--- src/rtl/uart_pkg.sv ---
// Shared types and helpers for the UART TX arbiter.
package uart_pkg;

  // Arbiter FSM encoding: waiting for a requester, or streaming its bytes.
  typedef enum logic {
    ST_IDLE = 1'b0,
    ST_XFER = 1'b1
  } arb_state_e;

  // Width of a requester index; never narrower than one bit.
  function automatic int gid_width(input int n);
    return (n <= 2) ? 1 : $clog2(n);
  endfunction

endpackage

--- src/rtl/rr_picker.sv ---
// Rotating-priority picker: first set request bit after last_owner, with wrap.
module rr_picker
  import uart_pkg::*;
#(
  parameter  int NUM_REQ = 4,
  localparam int GW      = gid_width(NUM_REQ)
) (
  input  logic [NUM_REQ-1:0] req,
  input  logic [GW-1:0]      last_owner,
  output logic [GW-1:0]      winner,
  output logic               any
);

  logic [GW-1:0] idx;

  // Walk the requesters starting one past the previous owner; keep the first hit.
  always_comb begin
    winner = '0;
    any    = 1'b0;
    idx    = '0;
    for (int k = 1; k <= NUM_REQ; k++) begin
      idx = GW'((int'(last_owner) + k) % NUM_REQ);
      if (!any && req[idx]) begin
        any    = 1'b1;
        winner = idx;
      end
    end
  end

endmodule

--- src/rtl/uart_tx_arbiter.sv ---
// Arbitrates byte streams from several requesters into one TX FIFO write port.
//
// Handshake: a requester byte moves when req_valid[i] & req_ready[i] are both
// high at a rising PCLK edge; that same cycle tx_fifo_write_en is high with the
// byte on tx_fifo_wdata. req_ready only rises for the granted requester and
// only while the FIFO is not full, so a stalled byte stays with its requester.
module uart_tx_arbiter
  import uart_pkg::*;
#(
  parameter  int NUM_REQ   = 4,
  parameter  int MAX_BURST = 16,
  localparam int GW        = gid_width(NUM_REQ)
) (
  input  logic                 PCLK,
  input  logic                 PRESETn,
  input  logic                 arb_en,
  input  logic [NUM_REQ-1:0]   req_valid,
  input  logic [NUM_REQ*8-1:0] req_data,
  input  logic [NUM_REQ-1:0]   req_last,
  output logic [NUM_REQ-1:0]   req_ready,
  input  logic                 tx_fifo_full,
  output logic                 tx_fifo_write_en,
  output logic [7:0]           tx_fifo_wdata,
  output logic [GW-1:0]        grant_id,
  output logic                 busy,
  output arb_state_e           state_dbg
);

  arb_state_e    state_q, state_d;
  logic [GW-1:0] grant_q, grant_d;
  logic [GW-1:0] last_q, last_d;
  logic [7:0]    cnt_q, cnt_d;
  logic [GW-1:0] pick_winner;
  logic          pick_any;
  logic          accept;

  rr_picker #(.NUM_REQ(NUM_REQ)) u_picker (
    .req        (req_valid),
    .last_owner (last_q),
    .winner     (pick_winner),
    .any        (pick_any)
  );

  // Datapath and handshake: only the owner sees ready, gated by FIFO space.
  always_comb begin
    req_ready = '0;
    accept    = 1'b0;
    if (state_q == ST_XFER) begin
      req_ready[grant_q] = !tx_fifo_full;
      accept             = req_valid[grant_q] & !tx_fifo_full;
    end
    tx_fifo_write_en = accept;
    tx_fifo_wdata    = req_data[8*int'(grant_q) +: 8];
  end

  // Next state: grant on arbitration, release on last byte or burst limit.
  always_comb begin
    state_d = state_q;
    grant_d = grant_q;
    last_d  = last_q;
    cnt_d   = cnt_q;
    case (state_q)
      ST_IDLE: begin
        if (arb_en && pick_any) begin
          state_d = ST_XFER;
          grant_d = pick_winner;
          cnt_d   = '0;
        end
      end
      ST_XFER: begin
        if (accept) begin
          cnt_d = cnt_q + 8'd1;
          if (req_last[grant_q] || (cnt_q == 8'(MAX_BURST - 1))) begin
            state_d = ST_IDLE;
            last_d  = grant_q;
          end
        end
      end
      default: state_d = ST_IDLE;
    endcase
  end

  // State registers; reset restarts priority at requester 0.
  always_ff @(posedge PCLK or negedge PRESETn) begin
    if (!PRESETn) begin
      state_q <= ST_IDLE;
      grant_q <= '0;
      last_q  <= GW'(NUM_REQ - 1);
      cnt_q   <= '0;
    end else begin
      state_q <= state_d;
      grant_q <= grant_d;
      last_q  <= last_d;
      cnt_q   <= cnt_d;
    end
  end

  assign busy      = (state_q == ST_XFER);
  assign grant_id  = grant_q;
  assign state_dbg = state_q;

endmodule

--- config.mk ---
export PLATFORM = sky130hd
export DESIGN_NAME = uart_tx_arbiter
export DESIGN_NICKNAME = d
export VERILOG_FILES = /design/src/rtl/uart_pkg.sv /design/src/rtl/rr_picker.sv /design/src/rtl/uart_tx_arbiter.sv
export SDC_FILE = /design/constraint.sdc
export NUM_CORES = 1
export LEC_CHECK = 0
export ABC_CLOCK_PERIOD_IN_PS = 2200
export CAP_MARGIN = 10
export CORE_MARGIN = 2
export CORE_UTILIZATION = 34
export DETAILED_ROUTE_END_ITERATION = 10
export PLACE_DENSITY = 0.76
export SLEW_MARGIN = 10
export SYNTH_ARGS = -nofsm -noshare
export SYNTH_HDL_FRONTEND = slang
export SYNTH_SLANG_ARGS = --single-unit
--- constraint.sdc ---
create_clock -name PCLK -period 2.2 [get_ports PCLK]
set_clock_uncertainty 0.2 [all_clocks]
set_input_delay 0.66 -clock PCLK [delete_from_list [all_inputs] [get_ports PCLK]]
set_output_delay 0.66 -clock PCLK [all_outputs]
set_load 0.03 [all_outputs]
==> impl_metrics.ini <==
[routing]
avgRoutedWirePerCell_um = 15.53
detailedRoute.firstPassIterationCount = 5
via_count = 1116
first_iter_violations = 83
viasPerCell = 5.314
wirelength_mm = 3.261
drtAntennaViolNets = 0
drcViolationCount = 0

[setup_path]
worstPathMaxFanout = 4
cpPeakStageDelay_ps = 580
reg2reg_depth = 6
critPathLaunch = grant_id[0]
critPathRequiredTime_ps = 1340
rrSetupSlack_ps = 110
arrival_ps = 1580
end_kind = output port
worstReg2RegStart = grant_id[0]
r2r-end = last_q[0]
crit_path_end = tx_fifo_write_en
slowest_stage = mux4_2
cp-start-kind = flop
path_class = flop to output port
path_cells = mux4_2 > nand2_4 > inv_6 > buf_6

[yosys]
synth_flop_cell = dfrtp_1
synth_area_leaders = dfrtp_1 (26%), mux4_2 (13%), mux4_1 (10%), dfstp_2 (5.0%), o21ai_0 (3.3%)
synth_edf_count = 0
yosys-mux-area-fraction_pct = 26.73
synth_xor_area_share_pct = 0
yosys_warnings = 0
synth-compound-area-share_pct = 17.54
synth_area_leader_cell = dfrtp_1
synth_top_family_by_area = multiplexers
yosysTopAreaCellShare_pct = 26.25
yosys.area_share.simple_pct = 17.54
synth_fp_nets = 140
ys_async_sr_fraction_pct = 100.0
ys_ff_latch = 13
avgSynthCellArea_sq_um = 11.04
ys_types = 37
syn_area_sq_mm = 0.001049
ys_seq_area_share_pct = 31.26
synth_adder_area_share_pct = 1.193
synthCells = 95

[global_routing]
grt_usage_pct = 18.75
grt_pass1_vias = 1142
grt_start_max_net_pins = 14
grt_overflow = 0
grt_pass1_wl_mm = 5.099
antenna_found_initial = 0

[sta]
grt_setup_unrepaired = yes
setup_viol = 11
maxSlewViolCount = 0
tns_ps = -1901
worst_pin_slew_ps = 590.8
timing.hold.ws_ps = 318.1
final.period_utilization_pct = 110.9
fmax_mhz = 410.0
finalCriticalPeriod_ps = 2439
setup_slack_ps = -239.2
slew-limit-headroom_pct = 60.49
final-hold-violation-count = 0

[power_and_ir_drop]
pwr_density_cell_mw_per_mm2 = 1162
p_leak_nw = 0.8574
peakVddDrop_mv = 0.5467

[hold_path]
hold_depth = 1
worstHoldPathType = flop to flop
holdCritStartpoint = cnt_q[0]

[final_layout]
drive_gt1_share_pct = 41.81
area_growth_pct = 78.40
fin_nets = 223
antennaDiodeCount = 0
fill_cells = 266

[clocking]
clock_sinks = 13
clk_latency_ps = 280
clk_pin_slew_ps = 80
cts_buffers = 3
ctsHoldBuffers = 0
htree_levels = 1
clock-root-buffer = clkbuf_4
cts_max_path_buffers = 2
cts_tree = yes

[run_status]
violations = setup timing
outcome = complete, but fails checks

[floorplanning]
fp.dieH_um = 59.53
dieArea_sq_mm = 0.003544
die_x_um = 59.53
row_count = 20
start_util_pct = 34.92
pin_count = 61
core_area_sq_mm = 0.003003

[place]
place_congestion = 0.7892
place_hpwl_mm = 2.668
portBuffers = 60

[flow_run]
drv_cap = 0
-- metal layers --
metal | global-route usage (%) | routed length [um] | part of all wire (%) | vias up
li1 | - | - | - | 534
met1 | 22.86 | 1222 | 37 | 537
met2 | 34.38 | 1818 | 56 | 43
met3 | 3.275 | 197 | 6.0 | 2
met4 | 3.810 | 23 | 0.71 | 0
met5 | 0 | 0 | 0 | -
-- final cells by class --
cell class	count	area (sq um)	area share [%]
Sequential cell	13	330.3	17.66
Tap cell	33	41.29	2.207
Multi-Input combinational cell	71	676.9	36.19
Clock buffer	4	26.28	1.405
Timing Repair Buffer	84	772.0	41.27
Inverter	5	23.77	1.271
-- per-stage QoR --
stage	util [%]	total power (W)	worst slack, ps	std cells	cell area [sq um]
6_report	62.29	0.002173	-239.2	210	1871
5_1_grt	62.29	0.002305	-261.2	210	1871
4_1_cts	61.12	0.002136	-233.6	209	1836
3_5_place_dp	60.88	0.001919	-992.0	202	1828
3_3_place_gp	60.88	0.001892	-976.9	202	1828
2_1_floorplan	-	0.001361	-33.23	95	1101
-- cell families (layout without fill, tap and decap cells) --
family | after synthesis | in the layout
and+or+nand+nor | 33 | 33
AOI/OAI and AO/OA | 24 | 24
muxes | 13 | 13
DFF | 13 | 13
buffers and inverters | 11 | 93
adders and majority gates | 1 | 1
-- synthesized netlist by cell type (3+ instances only) --
cell / number
inv_1: 4
and3_1: 4
dfrtp_1: 11
nor2_1: 8
clkbuf_1: 3
a31oi_1: 3
nand2_1: 7
nand3_1: 3
nor4_1: 3
mux4_2: 6
o31ai_1: 3
mux4_1: 4
o21ai_0: 7
a21oi_1: 3
-- worst min-delay path by stage --
stage                     endpoint  slack, ps
after CTS                 cnt_q[6]        320
after detailed placement  cnt_q[0]        310
after global placement    cnt_q[6]        280
after floorplan               busy        160
after global routing      cnt_q[6]        340
final                     cnt_q[0]        320
-- placed cells by master, fill, tap and decap left out, drive strengths merged --
cell / instances
inv: 5
o31ai: 3
clkdlybuf4s15: 10
and3: 5
o21a: 1
a2bb2oi: 1
a211o: 1
mux2i: 1
dfrtp: 11
nand3: 3
o22ai: 1
o22a: 1
clkdlybuf4s50: 6
nor2: 9
and3b: 1
dfstp: 2
nor2b: 1
mux4: 10
mux2: 2
nand3b: 1
or4: 1
a31oi: 3
dlygate4sd2: 25
nand2: 8
a41oi: 1
a32oi: 1
o41ai: 1
and2: 1
buf: 43
clkbuf: 4
nor4: 3
ha: 1
o21ai: 7
a21oi: 3
-- sequential cells by signal, indices dropped and copies added, names as in the netlist --
register	count
busy	1
last_q	2
grant_id	2
cnt_q	8
-- critical path, delay by kind of cell, from the launching register on --
kind / cells / cell delay, ps
buffers and inverters: 2 / 150
flip-flops: 1 / 450
multiplexers: 1 / 580
AND/OR/NAND/NOR: 1 / 110
-- report_power, final --
part	internal [W]	leakage, nW	total, W	switching, W
clock network	0.0000704	0.0150	0.000151	0.0000807
logic	0.000827	0.680	0.00160	0.000771
registers	0.000332	0.162	0.000424	0.0000921
-- repair_timing --
item                       CTS  global route
pin swaps                    1             3
setup endpoints to repair   28            13
resized for setup          136             7
gates cloned                 0             0
setup buffers                4             1
No activity file was read; power rests on OpenSTA's default activity.
